**config.mk**
```make
export PLATFORM = sky130hd
export DESIGN_NAME = up_down_mod_counter
export DESIGN_NICKNAME = d
export VERILOG_FILES = /design/src/rtl/up_down_pkg.sv /design/src/rtl/up_down_tc.sv /design/src/rtl/up_down_mod_counter.sv
export SDC_FILE = /design/constraint.sdc
export NUM_CORES = 1
export LEC_CHECK = 0
export ABC_AREA = 1
export CAP_MARGIN = 20
export CORE_AREA = 4 4 41 43
export CTS_CLUSTER_DIAMETER = 40
export DETAILED_ROUTE_END_ITERATION = 8
export DIE_AREA = 0 0 45 47
export PLACE_DENSITY = 0.53
export SYNTH_ARGS = -nofsm -noshare
export SYNTH_HDL_FRONTEND = slang
export SYNTH_SLANG_ARGS = --single-unit
export TNS_END_PERCENT = 5
```
**constraint.sdc**
```tcl
create_clock -name clk -period 2.83 [get_ports clk]
set_input_delay 0.283 -clock clk [delete_from_list [all_inputs] [get_ports clk]]
set_output_delay 0.283 -clock clk [all_outputs]
set_load 0.005 [all_outputs]
```
**src/rtl/up_down_pkg.sv**
```systemverilog
// Shared definitions for the up/down modulo counter: direction encodings and default sizing.
package up_down_pkg;

  typedef enum logic {
    DIR_UP = 1'b0,
    DIR_DN = 1'b1
  } dir_e;

  localparam int unsigned DEF_W   = 3;
  localparam int unsigned DEF_MOD = 8;

endpackage

```
**src/rtl/up_down_tc.sv**
```systemverilog
// Boundary detection for the modulo counter: flags q at MOD-1 / 0 and picks the
// terminal count for the current direction.
module up_down_tc
  import up_down_pkg::*;
#(
  parameter int unsigned W   = DEF_W,
  parameter int unsigned MOD = DEF_MOD
) (
  input  logic [W-1:0] q,
  input  logic         m,
  output logic         tc,
  output logic         at_max,
  output logic         at_min
);

  localparam logic [W-1:0] MaxVal = W'(MOD - 1);

  assign at_max = (q == MaxVal);
  assign at_min = (q == '0);
  assign tc     = (m == DIR_DN) ? at_min : at_max;

endmodule

```
**src/rtl/up_down_mod_counter.sv**
```systemverilog
// Up/down modulo-MOD counter with clamped parallel load and a registered boundary pulse.
// Define UP_DOWN_SAT_EN to saturate at the boundaries instead of wrapping.
module up_down_mod_counter
  import up_down_pkg::*;
#(
  parameter int unsigned W   = DEF_W,
  parameter int unsigned MOD = DEF_MOD
) (
  input  logic         clk,
  input  logic         clr,
  input  logic         en,
  input  logic         m,
  input  logic         ld,
  input  logic [W-1:0] d,
  output logic [W-1:0] q,
  output logic [W-1:0] qn,
  output logic         tc,
  output logic         ovf
);

  localparam logic [W-1:0] MaxVal = W'(MOD - 1);

  if (W < 2 || W > 16) begin : g_bad_w
    $error("up_down_mod_counter: W=%0d outside 2..16", W);
  end
  if (MOD < 2 || MOD > (32'(1) << W)) begin : g_bad_mod
    $error("up_down_mod_counter: MOD=%0d outside 2..2**W", MOD);
  end

  logic         at_max;
  logic         at_min;
  logic [W-1:0] cnt_next;
  logic [W-1:0] q_d;
  logic         ovf_d;

  up_down_tc #(
    .W  (W),
    .MOD(MOD)
  ) u_tc (
    .q     (q),
    .m     (m),
    .tc    (tc),
    .at_max(at_max),
    .at_min(at_min)
  );

  always_comb begin
    cnt_next = q;
    if (m == DIR_UP) begin
`ifdef UP_DOWN_SAT_EN
      cnt_next = at_max ? q : q + 1'b1;
`else
      cnt_next = at_max ? '0 : q + 1'b1;
`endif
    end else begin
`ifdef UP_DOWN_SAT_EN
      cnt_next = at_min ? q : q - 1'b1;
`else
      cnt_next = at_min ? MaxVal : q - 1'b1;
`endif
    end
  end

  // Load outranks counting, and a load edge never reports a boundary event.
  always_comb begin
    q_d   = q;
    ovf_d = 1'b0;
    if (ld) begin
      q_d = (d > MaxVal) ? MaxVal : d;
    end else if (en) begin
      q_d   = cnt_next;
      ovf_d = tc;
    end
  end

  always_ff @(posedge clk) begin
    if (clr) begin
      q   <= '0;
      ovf <= 1'b0;
    end else begin
      q   <= q_d;
      ovf <= ovf_d;
    end
  end

  assign qn = ~q;

endmodule
```
==> flow_summary.yaml, run 1 <==
sta:
  period_share_pct: 65.9
  tightest_slew_ns: 0.225
  final_hold_viol_count: 0
  slew_headroom_pct: 85.0
  setup-violations-final: 0
  slew_viol_final: 0
  tns_ns: 0
  max_freq_ghz: 0.536
  rsz0062_at_grt: "false"
  fin_crit_ns: 1.87
  clock_skew_ns: 0.00177
  worst_slack_ns: 0.965
synthesis:
  synth-seq-cells: 4
  yosys_warnings: 0
  syn_area_per_cell_sq_um: 7.04
  synth.area.top_cells: "dfxtp_1 (28%), ha_1 (18%), nand2_1 (16%)"
  synth.largest_area_cell: "dfxtp_1"
  syn_inst: 40
  synth_cell_type_count: 14
  syn_nets: 52
  yosysTopAreaCellShare_pct: 28.4
  ys_seq_area_share_pct: 28.4
  synth-edff-count: 0
  asyncSetResetFlopFracSynth_pct: 0
  synthFlopType: "dfxtp_1"
  synthesis.area_sq_um: 282
  synth.most_common_cell: "nand2_1"
  synth_commonest_cells: "nand2_1 (12), dfxtp_1 (4), ha_1 (4)"
detailed_routing:
  route.antenna.remaining_nets: 0
  routedWlPerCell_um: 9.36
  dr.pass1.iters: 3
  via_per_inst: 4.08
  wirelength_um: 683
  drt-initial-drc-count: 4
  drc: 0
  vias: 298
setup_path:
  critical_path_class: "reg -> out"
  slowest_delay_ns: 0.50
  critPathRequiredTime_ns: 2.55
  cp-start-kind: "flip-flop"
  critPathCaptureType: "primary output"
  critPathArrivalTime_ns: 1.58
  slowest_stage: "clkdlybuf4s50_1"
  critPathMaxFanout: 5
  crit_chain: "ha_1 > ha_1 > nand2_1 > nand2_1 > clkdlybuf4s50_1"
cts:
  cts_hold_buf: 0
  cts_resized: 0
  clk_path_buf_depth: 2
  clockRootBuffer: "clkbuf_4"
  clk_latency_ns: 0.23
  cts_buffers: 3
  cts_setup_buffers: 0
  clk_pin_slew_ns: 0.04
  cts.htree.levels: 1
  cts_tree: "done"
  cts_sinks: 4
placed_design:
  io_buffers: 15
  dp_hpwl_um: 608
  gp_congestion: 0.800
  dpl_cell_area_sq_um: 450
  dpl_worst_slack_ns: 1.02
die:
  start_util_pct: 21.6
  coreArea_sq_mm: 0.00130
  dieArea_sq_mm: 0.00212
  rows: 13
  ioPinCount: 16
  die_w_um: 45
  die_h_um: 47
global_route:
  overflow: 0
  antenna_found_initial: 0
  track_usage_pct: 7.91
  grt_pass1_wl_um: 1170
  grt_max_degree: 7
  grt_pass1_vias: 293
power:
  p_comb_share_pct: 30.1
  ir_drop_uv: 165
  net-switching-power_w: 0.0000495
  cellLeakagePower_nw: 0.205
  power_density_mw_per_mm2: 404
  swShare_pct: 25.9
  power.internal_w: 0.000142
  p_seq_share_pct: 34.1
  clock_power_share_pct: 35.7
layout:
  regArea_sq_um: 80.1
  multi_input_area_sq_um: 178
  antenna_cells: 0
  area_growth_pct: 68.0
  layout-drive-gt1-share_pct: 15.5
  fin_area_sq_um: 473
  final_core_util_pct: 36.3
  final_nets: 72
  fillers: 159
run:
  drv_cap: 0
outcome:
  status: "complete, no violations"
worst_hold_path:
  hp-class: "reg -> reg"
## critical path: cells and delay by family (launching register included)
family | cells | cell delay, ns
flip-flops | 1 | 0.39
buffers and inverters | 1 | 0.50
adder cells (fa/ha/maj) | 2 | 0.30
AND/OR/NAND/NOR | 2 | 0.16
## layer usage
layer  wire (um)  vias to the layer above  share of wire (%)  track usage [%]
met2         327                       10                 48             11.6
li1            -                      164                  -                -
met1         308                      124                 45             9.34
met4           0                        0                  0             7.02
met5           0                        -                  0                0
met3          47                        0                6.9             2.30
## final timing paths
path | from | end | slack, ns | depth (start not counted)
max | q[0] | tc | 0.96 | 5
min | q[1] | q[1] | 0.53 | 2
max reg2reg | q[0] | q[2] | 1.59 | 6
min reg2reg | q[1] | q[1] | 0.53 | 2
## state kept, by name, indices dropped and copies added (netlist names)
signal	cells
q	3
ovf	1
## power groups by stage
stage | clock network, W | logic (W) | registers [W]
global route | 0.0000765 | 0.0000644 | 0.0000660
detailed placement | 0 | 0.0000586 | 0.0000662
floorplan | 0 | 0.0000251 | 0.0000658
global placement | 0 | 0.0000590 | 0.0000661
CTS | 0.0000726 | 0.0000588 | 0.0000653
finish | 0.0000684 | 0.0000576 | 0.0000653
## placed cells by master (no fill, tap or decap), drive strengths merged
| cell type | count |
|---|---|
| xor2 | 1 |
| nor2 | 4 |
| a31oi | 1 |
| clkbuf | 3 |
| a21oi | 5 |
| inv | 5 |
| dfxtp | 4 |
| ha | 4 |
| clkinvlp | 1 |
| clkdlybuf4s50 | 15 |
| nand3 | 2 |
| a22oi | 1 |
| nand2 | 12 |
## per-stage QoR
stage / std cells / hold slack (ns) / power [W]
5_1_grt: 73 / 0.576 / 0.000207
2_1_floorplan: 40 / 0.345 / 0.0000909
4_1_cts: 73 / 0.536 / 0.000197
6_report: 73 / 0.532 / 0.000191
3_5_place_dp: 70 / 0.531 / 0.000125
3_3_place_gp: 70 / 0.522 / 0.000125
## cell families after synthesis
| logic type | share of synthesized area (%) |
|---|---|
| AO/OA/AOI/OAI | 16.4 |
| flip-flops | 28.4 |
| AND/OR/NAND/NOR | 25.8 |
| buffers and inverters | 8.44 |
| adder cells (fa/ha/maj) | 17.8 |
| XOR/XNOR | 3.11 |
## cell type report
type	count	share of cell area, %
clock buffer	3	4.76
timing repair buffer	15	31.7
inverter	6	5.03
tap	15	3.97
multi-input combinational	30	37.6
sequential	4	16.9
Power figures use the tool's default switching activity.
==> run 2: changes to the inputs <==
==> constraint.sdc (replaced) <==
create_clock -name clk -period 1.9 [get_ports clk]
set_input_delay 0.19 -clock clk [delete_from_list [all_inputs] [get_ports clk]]
set_output_delay 0.19 -clock clk [all_outputs]
set_load 0.005 [all_outputs]
==> run 2 against run 1 <==
Compared with the run above:
- non-clock buffer count unchanged
- cell count unchanged
- total power up 49%
- die area unchanged
- count of clock-buffer cells in the layout unchanged
- first-iteration DRC count unchanged
- clock power up 48%
- via count up 2.7%
- core utilization unchanged
- clock skew about the same
- routed wire length down 1.5%
- worst hold slack worse by 0.0041 ns
==> flow_summary.yaml, run 2 (synthesized netlist as in run 1, its figures left out) <==
outcome:
  status: "complete, no violations"
sta:
  clock_skew_ns: 0.00140
  fin_crit_ns: 1.77
  slew_viol_final: 0
  final_hold_viol_count: 0
  hold_ws_ns: 0.528
  period_share_pct: 93.4
  setup-violations-final: 0
  tightest_slew_ns: 0.237
  rsz0062_at_grt: "false"
  slew_headroom_pct: 84.2
  tns_ns: 0
  max_freq_ghz: 0.563
cts:
  cts_resized: 0
  clk_pin_slew_ns: 0.04
  clockRootBuffer: "clkbuf_4"
  clk_latency_ns: 0.23
  cts_hold_buf: 0
  cts_setup_buffers: 0
  cts_sinks: 4
  cts_buffers: 3
  cts.htree.levels: 1
  cts_tree: "done"
  clk_path_buf_depth: 2
placed_design:
  gp_congestion: 0.800
  dp_hpwl_um: 604
  io_buffers: 15
setup_path:
  reg2reg_to: "q[2]"
  worst-path-stages: 5
  cp-endpoint: "tc"
  r2r_slack_ns: 0.65
  worstReg2RegStart: "q[0]"
  critPathMaxFanout: 5
  reg2reg_depth: 6
  critical_path_class: "reg -> out"
  cp-start-kind: "flip-flop"
  critPathCaptureType: "primary output"
  slowest_stage: "clkdlybuf4s50_1"
  crit_chain: "ha_1 > ha_1 > nand2_1 > nand2_1 > clkdlybuf4s50_1"
  critPathRequiredTime_ns: 1.71
  worst_path_dominant_cell_family: "buffers and inverters"
  critPathArrivalTime_ns: 1.58
  startpoint: "q[0]"
  path_buf_inv: 1
  slowest_delay_ns: 0.50
detailed_routing:
  routedWlPerCell_um: 9.22
  route.antenna.remaining_nets: 0
  wirelength_um: 673
  drc: 0
  via_per_inst: 4.19
  dr.pass1.iters: 2
  drt-initial-drc-count: 4
  vias: 306
layout:
  regMostFlops: "q"
  final_nets: 72
  antenna_cells: 0
  largest_register_ffs: 3
  regArea_sq_um: 80.1
  layout-drive-gt1-share_pct: 15.5
  top_regs: "q x3, ovf x1"
  fillers: 150
  multi_input_area_sq_um: 178
  area_growth_pct: 68.0
  final_common_cell: "clkdlybuf4s50_1"
  layout_common_cells: "clkdlybuf4s50_1 (15), nand2_1 (12), ha_1 (4), dfxtp_1 (4)"
power:
  finalPower_w: 0.000285
  power_density_mw_per_mm2: 602
  cellLeakagePower_nw: 0.205
  ir_drop_uv: 263
die:
  ioPinCount: 16
  coreArea_sq_mm: 0.00130
  start_util_pct: 21.6
  die_h_um: 47
  dieArea_sq_mm: 0.00212
  die_w_um: 45
  rows: 13
global_route:
  grt_pass1_vias: 269
  grt_max_degree: 7
  antenna_found_initial: 0
  overflow: 0
  track_usage_pct: 7.43
  grt_pass1_wl_um: 1080
run:
  drv_cap: 0
worst_hold_path:
  hp-class: "reg -> reg"
## run 2: cell counts in the layout (fill, tap and decap cells not counted)
Identical to the previous run, type by type.
## run 2: worst reg2reg max path, stage by stage (launching register included)
cell	delay, ns
dfxtp_1	0.34
ha_1	0.21
ha_1	0.26
a21oi_1	0.14
nand2_1	0.06
nand2_1	0.07
a21oi_2	0.05
## run 2: worst min-delay path by stage
stage | from | endpoint | slack [ns] | depth (start not counted)
finish | q[1] | q[1] | 0.53 | 2
global route | q[2] | q[2] | 0.57 | 2
CTS | q[1] | q[1] | 0.53 | 2
detailed placement | q[1] | q[1] | 0.53 | 2
global placement | q[1] | q[1] | 0.52 | 2
floorplan | clr | q[2] | 0.25 | 1
## run 2: layout make-up
cell class / instances / share of cell area [%]
Timing Repair Buffer: 15 / 31.7
Sequential cell: 4 / 16.9
Multi-Input combinational cell: 30 / 37.6
Clock buffer: 3 / 4.76
Inverter: 6 / 5.03
Tap cell: 15 / 3.97
## run 2: stage by stage
| step | instance area (sq um) | setup WS [ns] | util, % | instances |
|---|---|---|---|---|
| 2_1_floorplan | 282 | 0.712 | - | 40 |
| 3_3_place_gp | 450 | 0.299 | 34.6 | 70 |
| 3_5_place_dp | 450 | 0.276 | 34.6 | 70 |
| 4_1_cts | 473 | 0.102 | 36.3 | 73 |
| 5_1_grt | 473 | 0.0495 | 36.3 | 73 |
| 6_report | 473 | 0.125 | 36.3 | 73 |
## run 2: per-layer routing
| metal | track usage (%) | routed length (um) | up-vias |
|---|---|---|---|
| li1 | - | - | 166 |
| met1 | 8.88 | 296 | 130 |
| met2 | 10.5 | 317 | 10 |
| met3 | 2.30 | 58 | 0 |
| met4 | 7.02 | 0 | 0 |
| met5 | 0 | 0 | - |
## run 2: power by group
| group | internal [W] | switching, W | total, W | leakage [nW] |
|---|---|---|---|---|
| sequential | 0.0000902 | 0.00000699 | 0.0000972 | 0.0330 |
| combinational | 0.0000505 | 0.0000355 | 0.0000859 | 0.158 |
| clock | 0.0000704 | 0.0000310 | 0.000101 | 0.0138 |
